==> src/rtl/time_pkg.sv <==
// Shared types, field limits and helpers for the time-setting controller.
package time_pkg;

  localparam int unsigned HOUR_W  = 5;
  localparam int unsigned MS_W    = 6;
  localparam int unsigned SEC_MAX = 59;
  localparam int unsigned MIN_MAX = 59;

  typedef enum logic [2:0] {
    RUN      = 3'd0,
    SET_HOUR = 3'd1,
    SET_MIN  = 3'd2,
    SET_SEC  = 3'd3,
    COMMIT   = 3'd4
  } set_state_t;

  typedef logic [1:0] field_sel_t;

  localparam field_sel_t FIELD_NONE   = 2'd0;
  localparam field_sel_t FIELD_HOUR   = 2'd1;
  localparam field_sel_t FIELD_MINUTE = 2'd2;
  localparam field_sel_t FIELD_SECOND = 2'd3;

  // Time payload carried by the shadows and the load bus.
  typedef struct packed {
    logic [HOUR_W-1:0] hour;
    logic [MS_W-1:0]   minute;
    logic [MS_W-1:0]   second;
  } time_val_t;

  // Increment that wraps to zero past the field's top value.
  function automatic logic [MS_W-1:0] wrap_inc(input logic [MS_W-1:0] value,
                                               input logic [MS_W-1:0] top);
    return (value >= top) ? '0 : value + MS_W'(1);
  endfunction

  // Out-of-range live values are captured as zero so a shadow stays in range.
  function automatic logic [MS_W-1:0] clamp_field(input logic [MS_W-1:0] value,
                                                  input logic [MS_W-1:0] top);
    return (value > top) ? '0 : value;
  endfunction

endpackage

==> src/rtl/time_set_controller_set_idle_timer.sv <==
// Idle timer: counts 1 Hz ticks since the last button, flags expiry on the
// tick that reaches LIMIT. A clear in the same cycle suppresses expiry.
module set_idle_timer #(
  parameter int unsigned LIMIT = 10
) (
  input  logic clk,
  input  logic rst_n,
  input  logic clear,
  input  logic tick,
  output logic expire_c
);

  localparam int unsigned CNT_W = 6;
  localparam logic [CNT_W-1:0] LAST = CNT_W'(LIMIT - 1);

  logic [CNT_W-1:0] count;

  assign expire_c = tick && !clear && (count == LAST);

  always_ff @(posedge clk) begin
    if (!rst_n) begin
      count <= '0;
    end else if (clear || expire_c) begin
      count <= '0;
    end else if (tick) begin
      count <= count + CNT_W'(1);
    end
  end

endmodule

==> src/rtl/time_set_controller.sv <==
// Walks hour/minute/second edit fields from button pulses and issues a
// one-cycle load to the time counters. Optional blink: TIME_SET_BLINK_EN.
module time_set_controller
  import time_pkg::*;
#(
  parameter int unsigned TIMEOUT_S = 10,
  parameter int unsigned HOUR_MAX  = 23
) (
  input  logic              clk,
  input  logic              rst_n,
  input  logic              tick_1hz,
  input  logic              mode_btn,
  input  logic              inc_btn,
  input  logic [HOUR_W-1:0] cur_hour,
  input  logic [MS_W-1:0]   cur_minute,
  input  logic [MS_W-1:0]   cur_second,
  output logic              set_time_en,
  output logic [HOUR_W-1:0] set_time_hour,
  output logic [MS_W-1:0]   set_time_minute,
  output logic [MS_W-1:0]   set_time_second,
  output logic              edit_active,
  output field_sel_t        field_sel,
  output logic              blink
);

  localparam logic [MS_W-1:0] HOUR_TOP = MS_W'(HOUR_MAX);
  localparam logic [MS_W-1:0] MIN_TOP  = MS_W'(MIN_MAX);
  localparam logic [MS_W-1:0] SEC_TOP  = MS_W'(SEC_MAX);

  set_state_t state, state_d;
  time_val_t  shadow_q, shadow_d;
  time_val_t  load_d;
  logic       load_en_d;
  logic       edit_d;
  field_sel_t field_d;

  logic in_set_c;
  logic inc_eff_c;
  logic timer_clear_c;
  logic timer_tick_c;
  logic expire_c;

  assign in_set_c      = (state == SET_HOUR) || (state == SET_MIN) || (state == SET_SEC);
  assign inc_eff_c     = inc_btn && !mode_btn;
  assign timer_clear_c = mode_btn || inc_btn || !in_set_c;
  assign timer_tick_c  = tick_1hz && in_set_c;

  set_idle_timer #(
    .LIMIT (TIMEOUT_S)
  ) u_idle_timer (
    .clk      (clk),
    .rst_n    (rst_n),
    .clear    (timer_clear_c),
    .tick     (timer_tick_c),
    .expire_c (expire_c)
  );

  // Next state, shadow updates and next registered outputs.
  always_comb begin
    state_d   = state;
    shadow_d  = shadow_q;
    load_d    = '{hour: set_time_hour, minute: set_time_minute, second: set_time_second};
    load_en_d = 1'b0;
    edit_d    = 1'b0;
    field_d   = FIELD_NONE;

    case (state)
      RUN: begin
        if (mode_btn) begin
          shadow_d.hour   = HOUR_W'(clamp_field(MS_W'(cur_hour), HOUR_TOP));
          shadow_d.minute = clamp_field(cur_minute, MIN_TOP);
          shadow_d.second = clamp_field(cur_second, SEC_TOP);
          state_d         = SET_HOUR;
        end
      end
      SET_HOUR: begin
        if (mode_btn) begin
          state_d = SET_MIN;
        end else if (inc_eff_c) begin
          shadow_d.hour = HOUR_W'(wrap_inc(MS_W'(shadow_q.hour), HOUR_TOP));
        end else if (expire_c) begin
          state_d  = RUN;
          shadow_d = '0;
        end
      end
      SET_MIN: begin
        if (mode_btn) begin
          state_d = SET_SEC;
        end else if (inc_eff_c) begin
          shadow_d.minute = wrap_inc(shadow_q.minute, MIN_TOP);
        end else if (expire_c) begin
          state_d  = RUN;
          shadow_d = '0;
        end
      end
      SET_SEC: begin
        if (mode_btn) begin
          state_d = COMMIT;
        end else if (inc_eff_c) begin
          shadow_d.second = wrap_inc(shadow_q.second, SEC_TOP);
        end else if (expire_c) begin
          state_d  = RUN;
          shadow_d = '0;
        end
      end
      COMMIT:  state_d = RUN;
      default: state_d = RUN;
    endcase

    // Outputs are registered from the next state so they align with it.
    load_en_d = (state_d == COMMIT);
    if (load_en_d) begin
      load_d = shadow_d;
    end
    edit_d = (state_d != RUN);
    case (state_d)
      SET_HOUR: field_d = FIELD_HOUR;
      SET_MIN:  field_d = FIELD_MINUTE;
      SET_SEC:  field_d = FIELD_SECOND;
      default:  field_d = FIELD_NONE;
    endcase
  end

  always_ff @(posedge clk) begin
    if (!rst_n) begin
      state           <= RUN;
      shadow_q        <= '0;
      set_time_en     <= 1'b0;
      set_time_hour   <= '0;
      set_time_minute <= '0;
      set_time_second <= '0;
      edit_active     <= 1'b0;
      field_sel       <= FIELD_NONE;
    end else begin
      state           <= state_d;
      shadow_q        <= shadow_d;
      set_time_en     <= load_en_d;
      set_time_hour   <= load_d.hour;
      set_time_minute <= load_d.minute;
      set_time_second <= load_d.second;
      edit_active     <= edit_d;
      field_sel       <= field_d;
    end
  end

`ifdef TIME_SET_BLINK_EN
  logic blink_d;

  // Toggle per tick while editing; an increment keeps the digit visible.
  always_comb begin
    blink_d = blink;
    if (!((state_d == SET_HOUR) || (state_d == SET_MIN) || (state_d == SET_SEC))) begin
      blink_d = 1'b0;
    end else if (in_set_c && inc_eff_c) begin
      blink_d = 1'b0;
    end else if (in_set_c && tick_1hz) begin
      blink_d = ~blink;
    end
  end

  always_ff @(posedge clk) begin
    if (!rst_n) begin
      blink <= 1'b0;
    end else begin
      blink <= blink_d;
    end
  end
`else
  assign blink = 1'b0;
`endif

endmodule

==> config.mk <==
export PLATFORM = sky130hd
export DESIGN_NAME = time_set_controller
export DESIGN_NICKNAME = d
export VERILOG_FILES = /design/src/rtl/time_pkg.sv /design/src/rtl/time_set_controller_set_idle_timer.sv /design/src/rtl/time_set_controller.sv
export SDC_FILE = /design/constraint.sdc
export NUM_CORES = 1
export LEC_CHECK = 0
export ABC_CLOCK_PERIOD_IN_PS = 1800
export CORE_MARGIN = 2
export CORE_UTILIZATION = 48
export DETAILED_ROUTE_END_ITERATION = 10
export GPL_ROUTABILITY_DRIVEN = 0
export HOLD_SLACK_MARGIN = 0.02
export PLACE_DENSITY_LB_ADDON = 0.12
export RECOVER_POWER = 25
export SETUP_SLACK_MARGIN = 0.15
export SLEW_MARGIN = 0
export SYNTH_ARGS = -nofsm -noshare
export SYNTH_HDL_FRONTEND = slang
export SYNTH_SLANG_ARGS = --single-unit
==> constraint.sdc <==
create_clock -name clk -period 1.8 [get_ports clk]
set_input_delay 0.45 -clock clk [delete_from_list [all_inputs] [get_ports clk]]
set_output_delay 0.45 -clock clk [all_outputs]
set_load 0.02 [all_outputs]
* After elaboration in Yosys (flattened, before gate mapping)
Cells that the tools add are included.
** Word-level totals
- Bits in registers :: 47
- Input port bits :: 22
- Output and inout bits :: 22
- Word-level logic and storage cells :: 72
** Cells by class
- Add/sub/neg operators :: 4
- Order comparisons :: 6
- Equality and inequality tests :: 8
- Muxes and demuxes :: 27
- Bitwise gates (word level) :: 1
- Reductions and logical operators :: 15
** Operators with widths (number)
- $mux W17 :: 5
- $pmux W17 S4 :: 1
- $mux W6 :: 7
- $mux W5 :: 4
- $add A6 B1 Y6 const B :: 3
- $mux W3 :: 6
- $eq A3 B2 Y1 const B :: 4
- $ge A6 B6 Y1 const B :: 2
- $gt A6 B6 Y1 const B :: 2
- $mux W12 :: 1
- $pmux W3 S4 :: 1
- $mux W11 :: 1
- $eq A3 B1 Y1 const B :: 2
- $eq A6 B4 Y1 const B :: 1
- $pmux W2 S3 :: 1
- $add A5 B1 Y5 const B :: 1
- $ge A5 B5 Y1 const B :: 1
- $gt A5 B5 Y1 const B :: 1
- $logic_or A1 B1 Y1 :: 5
- $logic_and A1 B1 Y1 :: 4
- $eq A3 B3 Y1 const B :: 1
- $logic_not A1 Y1 :: 3
- $logic_not A3 Y1 :: 1
- $reduce_bool A3 Y1 :: 1
- 2 further kinds :: 2

* Depth between registers and ports, before layout
Gate-level depths: netlist of run 1.
- Word-level depth :: 14
- Depth in mapped cells :: 8
- Depth with buffers taken out :: 7

* By module
From an unflattened synthesis of run 1, not the netlist that was laid out.
** Second synthesis, totals
- Cells, all modules :: 298
- Area total of the unflattened synthesis :: 2516.2 µm²
** By module, submodules not included
- time_set_controller :: times used 1, cells each 266, area an instance 2215.9 µm², sequential area each 820.8 µm²
- set_idle_timer :: times used 1, cells each 32, area an instance 300.3 µm², sequential area each 120.1 µm²

* Worst setup path after synthesis of run 1
No wires, ideal clock.
- Kind :: input to register
- From :: input mode_btn
- To :: register set_time_hour[3]
- Library setup time :: 123 ps
- Data arrival time :: 1711 ps
- Data required time :: 1677 ps
- Slack :: -34 ps
- Cell stages on the path :: 7
- Path buffers :: 2
- Cells stage by stage :: buf_6 nor4b_4 nand4_1 buf_2 and2_4 a221oi_2 a21oi_2
** Between the ends
- Longest elaborated chain between the ends :: 10
- Elaborated cells between the ends (all ways) :: 24
- Those cells by class :: 1 x eq/ne; 16 x mux; 7 x reduce/logical
** Ends and longest elaborated chain
- from (decl) :: line time_set_controller.sv:12 : input logic mode_btn,
- $logic_or A1 B1 Y1 (2 in a row) :: line time_set_controller.sv:45 : assign timer_clear_c = mode_btn || inc_btn || !in_set_c;
- $logic_not A1 Y1 :: line time_set_controller_set_idle_timer.sv:18 : assign expire_c = tick && !clear && (count == LAST);
- $logic_and A1 B1 Y1 (2 in a row) :: line time_set_controller_set_idle_timer.sv:18
- $mux W3 :: line time_set_controller.sv:81, time_set_controller.sv:91, time_set_controller.sv:101
- $mux W3 :: line time_set_controller.sv:89 : end else if (inc_eff_c) begin
- $mux W3, on equally long branches :: line time_set_controller.sv:97, time_set_controller.sv:77, time_set_controller.sv:87
- $pmux W3 S4 :: line time_set_controller.sv:67 : case (state)
- $eq A3 B3 Y1 :: line time_set_controller.sv:111 : load_en_d = (state_d == COMMIT);
- to (signal assigned) :: line time_set_controller.sv:138 : set_time_hour <= load_d.hour;
- to (decl) :: line time_set_controller.sv:18 : output logic [HOUR_W-1:0] set_time_hour,
Parallel ways exist; a longest one is shown, timed or not.
A chain may end at the register's enable or synchronous reset.

* Worst setup path after layout of run 1
- From :: register u_idle_timer.count[1]
- To :: register shadow_q[15] in the netlist's numbering
** Between the ends
- Longest elaborated chain between the ends :: 6
- Elaborated cells between the ends (all ways) :: 10
- Those cells by class :: 1 x eq/ne; 8 x mux; 1 x reduce/logical
** Ends and longest elaborated chain
- from (decl) :: line time_set_controller_set_idle_timer.sv:16 : logic [CNT_W-1:0] count;
- from (signal assigned) :: line time_set_controller_set_idle_timer.sv:26 : count <= count + CNT_W'(1);
- $eq A6 B4 Y1 (*) :: line time_set_controller_set_idle_timer.sv:18
- $logic_and A1 B1 Y1 (*) :: line time_set_controller_set_idle_timer.sv:18
- $mux W17 (*) :: line time_set_controller.sv:81, time_set_controller.sv:91, time_set_controller.sv:101
- $mux W11 (tied with other cells) :: line time_set_controller.sv:99 : end else if (inc_eff_c) begin
- $mux W17, on equally long branches :: line time_set_controller.sv:97, time_set_controller.sv:77, time_set_controller.sv:87
- $pmux W17 S4 (*) :: line time_set_controller.sv:67
- to (signal assigned) :: line time_set_controller.sv:136 : shadow_q <= shadow_d;
- to (decl) :: line time_set_controller.sv:31 : time_val_t shadow_q, shadow_d;
Mark *: on every way between the ends. The rest lies on a longest branch, timed or not.

==> flow_summary.toml, run 1 <==
[layout]
area_growth_pct = 64.0
fin_util_pct = 80.6
drive_gt1_share_pct = 40.4
nets = 472
fin_area_um2 = 4410
antenna_cells = 0

[cts]
ctsRootBufferMaster = "clkbuf_8"
cts_tree = "built"
cts_buffer_depth = 2
clkTransAtPathRegs_ns = 0.10
htree_levels = 2
clk_latency_ns = 0.32
clkSinkCount = 47
tritoncts.num_buffers = 5

[synth]
yosys_warnings = 0
synth_edf_count = 0
ys_seq_area_share_pct = 35.0
synth_top_area_share_pct = 35.0
netlist_top_cells_area = "dfxtp_1, o21ai_0, a21oi_1"
synth_ff_type = "dfxtp_1"
ys_ff_latch = 47
ys_top_cells_by_count = "dfxtp_1, o21ai_0, a21oi_1, nand2_1, clkbuf_1"
yosys.area.top_type = "dfxtp_1"
netlist_instances = 328
async_flop_share_pct = 0
syn_area_um2 = 2690
synth_area_per_cell_um2 = 8.20
synthDistinctLibCells = 67
synth_most_common_cell = "dfxtp_1"
syn_nets = 355

[setup_path]
critPathBufInv = 2
cp.required_ns = 2.01
crit_type = "register to register"
cp_top_family = "compound AO/OA/AOI/OAI gates"
arrival_ns = 2.14
cpPeakStageDelay_ns = 0.36
critPathSlowestCell = "a311o_1"
worstPathCellList = "inv_2 > ha_4 > nor4b_4 > buf_4 > a31oi_4 > a311o_1 > a221oi_4 > nor2_1"
critPathLaunchType = "register"
critPathCaptureType = "register"
cp_max_fo = 3

[detailed_routing]
ant_nets = 0
viasPerCell = 6.22
post_drt_wl_per_cell_um = 20.3
dr.first_iter.drc_count = 320
vias = 3224
drc = 0
wl_um = 10500
drt_pass1_iterations = 5

[place]
place_worst_setup_slack_ns = -0.587
place_area_um2 = 3630
dp_hpwl_um = 5860
port_buffers = 42

[timing]
final.setup.worst_slack_ns = -0.121
max_freq_ghz = 0.520
final-setup-viol-count = 11
post-route-min-period_ns = 1.92
min_period_over_period_pct = 107
hold_violations = 0
finClkSkew_ns = 0.0144
drv_slew = 0
setup_tns_ns = -0.825
rsz0062_at_grt = "true"

[flow_run]
max_cap_violations = 0

[global_routing]
grt_pass1_vias = 2834
antenna_found_initial = 0
grt_overflow_total = 0
grt_pass1_wl_um = 13800
grt_max_degree = 26
track_usage_pct = 28.1

[pwr]
p_leak_nw = 1.79
ir_worst_vdd_mv = 0.412
power.total_mw = 2.78
power_density_nw_per_um2 = 630

[status]
status = "finished, violations left"
failed_checks = "setup timing"

[floorplan]
die_x_um = 78.9
io-pin-count = 44
die_h_um = 78.9
rows = 27
die_area_um2 = 6220
coreArea_um2 = 5470
start_util_pct = 49.2

[worst_hold_path]
min-delay-path-class = "register to register"
## tightest hold or removal path, cell delays in order (launching register included)
cell and delay (ns):
dfxtp_1 0.32, nand2_1 0.05, o21ai_1 0.05
## worst paths after layout
kind	slack [ns]	startpoint	depth (start not counted)	endpoint
worst max-delay path	-0.12	u_idle_timer.count[1]	8	shadow_q[15]
worst max register to register	-0.12	u_idle_timer.count[1]	8	shadow_q[15]
worst min register to register	0.46	set_time_minute[4]	2	set_time_minute[4]
worst min-delay path	0.46	set_time_minute[4]	2	set_time_minute[4]
## what timing repair did
action	CTS	global route
resized for setup	67	63
endpoints found under the setup margin	66	43
hold buffers	0	0
pin swaps	23	37
setup buffers	14	12
## report_power, final
part,leakage [nW],switching (mW),total [mW],internal [mW]
registers,0.386,0.0552,1.13,1.08
clock network,0.0644,0.387,0.941,0.554
logic,1.34,0.351,0.705,0.354
## cell type report
class	instances	area, um^2
inverter	7	26.3
fill	348	1060
multi-input combinational	245	2000
clock buffer	5	68.8
tap	72	90.1
clock inverter	3	67.6
timing repair buffer	139	1200
sequential	47	955
## registers in the layout, summed over array words and instances, names as in the netlist
register and count:
set_time_hour 5, field_sel 2, set_time_minute 6, set_time_en 1
state 3, set_time_second 6, edit_active 1, u_idle_timer.count 6
shadow_q 17
## routing by layer
metal,track usage [%],up-vias,wire [um]
li1,-,1464,-
met1,36.2,1556,4170
met2,49.5,162,5260
met3,3.98,42,659
met4,7.59,0,395
met5,0,-,0
## placed cells by master (no fill, tap or decap), drive strengths merged, types with 3 or more instances in the layout
master	Yosys	routed
and3	5	5
nand3b	4	4
nand4	11	11
dfxtp	47	47
and2	3	3
clkbuf	17	5
buf	12	98
a21oi	32	32
a221oi	7	7
dlygate4sd2	0	21
o21ai	37	37
inv	7	7
a311oi	3	3
nor3	5	5
o2111ai	3	3
a211oi	5	5
nor3b	7	7
nor2	16	16
nor2b	6	6
nand2b	4	4
nand3	13	13
a31oi	8	8
clkdlybuf4s50	0	18
ha	5	5
nand2	20	20
or3	3	3
xor2	5	5
a21o	5	5
## per-stage QoR
step,hold slack [ns],cells
finish,0.456,518
global route,0.478,518
CTS,0.466,506
detailed placement,0.458,484
global placement,0.449,484
floorplan,0.492,328
## kinds of logic after synthesis
family / Yosys count / synth area share (%)
buffers and inverters: 36 / 5.91
multiplexers: 1 / 0.372
AND/OR/NAND/NOR: 109 / 23.8
flip-flops: 47 / 35.0
AO/OA/AOI/OAI: 121 / 29.8
adder cells (fa/ha/maj): 6 / 2.70
XOR/XNOR: 7 / 2.28
other: 1 / 0.139
Note: power is estimated with default switching activity, not from simulation.
==> run 2, diff against run 1 <==
--- a/config.mk
+++ b/config.mk
@@ -9,7 +9,6 @@
 export CORE_MARGIN = 2
 export CORE_UTILIZATION = 48
 export DETAILED_ROUTE_END_ITERATION = 10
-export GPL_ROUTABILITY_DRIVEN = 0
 export HOLD_SLACK_MARGIN = 0.02
 export PLACE_DENSITY_LB_ADDON = 0.12
 export RECOVER_POWER = 25
==> flow_summary.toml, run 2 (synthesis gave the netlist of run 1 again) <==
[layout]
fin_area_um2 = 4270
area_growth_pct = 58.7
largest_register_ffs = 17
regArea_um2 = 955
num-fill-cells = 360
top_register = "shadow_q"
drive_gt1_share_pct = 38.8
layout_commonest_cell = "buf_4"
final_cell_mix = "buf_4, dfxtp_1, o21ai_0"
nets = 462
multi_input_area_um2 = 1960
antenna_cells = 0

[floorplan]
die_x_um = 78.9
coreArea_um2 = 5470
io-pin-count = 44
rows = 27
start_util_pct = 49.2
die_h_um = 78.9
die_area_um2 = 6220

[timing]
min_period_over_period_pct = 107
hold_violations = 0
finClkSkew_ns = 0.00938
final-setup-viol-count = 13
rsz0062_at_grt = "true"
drv_slew = 0
setup_tns_ns = -0.891
tightest_slew_ns = 0.545
max_freq_ghz = 0.521
post-route-min-period_ns = 1.92
final.setup.worst_slack_ns = -0.120
relSlewSlack_pct = 63.6

[global_routing]
grt_pass1_vias = 2931
antenna_found_initial = 0
grt_max_degree = 22
track_usage_pct = 28.7
grt_pass1_wl_um = 14000
grt_overflow_total = 0

[detailed_routing]
drc = 0
wl_um = 9690
post_drt_wl_per_cell_um = 19.1
dr.first_iter.drc_count = 336
ant_nets = 0
drt_pass1_iterations = 5
viasPerCell = 6.12
vias = 3109

[status]
status = "finished, violations left"
failed_checks = "setup timing"

[place]
port_buffers = 42
gp_congestion = 0.910
place_area_um2 = 3650
dp_hpwl_um = 5930

[setup_path]
cp_max_fo = 3
critPathCaptureType = "register"
critPathLaunchType = "register"
reg2reg_depth = 8
rrSetupSlack_ns = -0.12
reg2reg_to = "shadow_q[7]"
r2r_start = "u_idle_timer.count[1]"
crit_type = "register to register"
cp.required_ns = 1.99
arrival_ns = 2.11

[pwr]
power_density_nw_per_um2 = 585
ir_worst_vdd_mv = 0.490
p_leak_nw = 1.71
power.total_mw = 2.50

[cts]
tritoncts.num_buffers = 5
clkTransAtPathRegs_ns = 0.09
cts_tree = "built"
htree_levels = 2
cts_buffer_depth = 2
clkSinkCount = 47
ctsRootBufferMaster = "clkbuf_8"
clk_latency_ns = 0.31

[worst_hold_path]
hold_path_depth = 2
hold_path_startpoint = "set_time_minute[4]"
min_to = "set_time_minute[4]"
min-delay-path-class = "register to register"

[flow_run]
max_cap_violations = 0
==> run 2: changes by cell type in the layout (fill, tap and decap cells not counted), moves of 3 or more <==
| cell | change |
|---|---|
| buf_4 | -13 |
| buf_6 | +3 |
| o21ai_0 | -3 |
| o21ai_1 | +3 |
==> run 2: final cells by class <==
cell class,instances,share of cell area [%]
Inverter,7,0.615
Multi-Input combinational cell,245,45.8
Clock buffer,8,2.34
Timing Repair Buffer,129,26.8
Sequential cell,47,22.4
Tap cell,72,2.11
==> run 2: through the flow <==
step / hold slack [ns] / util (%) / setup slack [ns] / cells
finish: 0.457 / 78.0 / -0.120 / 508
global route: 0.492 / 78.0 / -0.180 / 508
CTS: 0.467 / 72.9 / -0.110 / 499
detailed placement: 0.457 / 66.6 / -0.584 / 486
global placement: 0.448 / 66.6 / -0.544 / 486
floorplan: 0.492 / - / -0.0278 / 328
==> run 2: worst max path at each step <==
stage	startpoint	end	slack, ns	cells past startpoint
CTS	u_idle_timer.count[1]	set_time_hour[3]	-0.11	7
floorplan	mode_btn	set_time_hour[3]	-0.03	7
detailed placement	mode_btn	set_time_hour[1]	-0.58	7
finish	u_idle_timer.count[1]	shadow_q[7]	-0.12	8
global placement	inc_btn	set_time_hour[3]	-0.54	6
global route	u_idle_timer.count[1]	shadow_q[7]	-0.18	8
==> run 2: critical path: stages, from the launching register on <==
cell,delay [ns]
dfxtp_2,0.33
inv_2,0.06
ha_4,0.11
nor4b_4,0.23
nand4_1,0.22
buf_4,0.22
a21o_1,0.21
a221oi_2,0.31
a21oi_1,0.11
==> run 2: what timing repair did <==
action                                 CTS  global route
pin swaps                               34            28
setup buffers                            5             9
resized for setup                       82            50
setup endpoints to repair               66            43
hold buffers                             0             0
endpoints found under the hold margin    0             0
==> run 2: power by group <==
group | total (mW) | switching, mW | internal (mW)
Combinational | 0.641 | 0.323 | 0.318
Clock | 0.723 | 0.371 | 0.351
Sequential | 1.13 | 0.0548 | 1.08
Total | 2.50 | 0.749 | 1.75
==> run 2: metal layers <==
| metal | global-route usage (%) | vias to the layer above | routed length (um) |
|---|---|---|---|
| li1 | - | 1438 | - |
| met5 | 0 | - | 0 |
| met3 | 6.02 | 40 | 602 |
| met4 | 15.7 | 0 | 367 |
| met2 | 47.8 | 150 | 4830 |
| met1 | 34.7 | 1481 | 3890 |
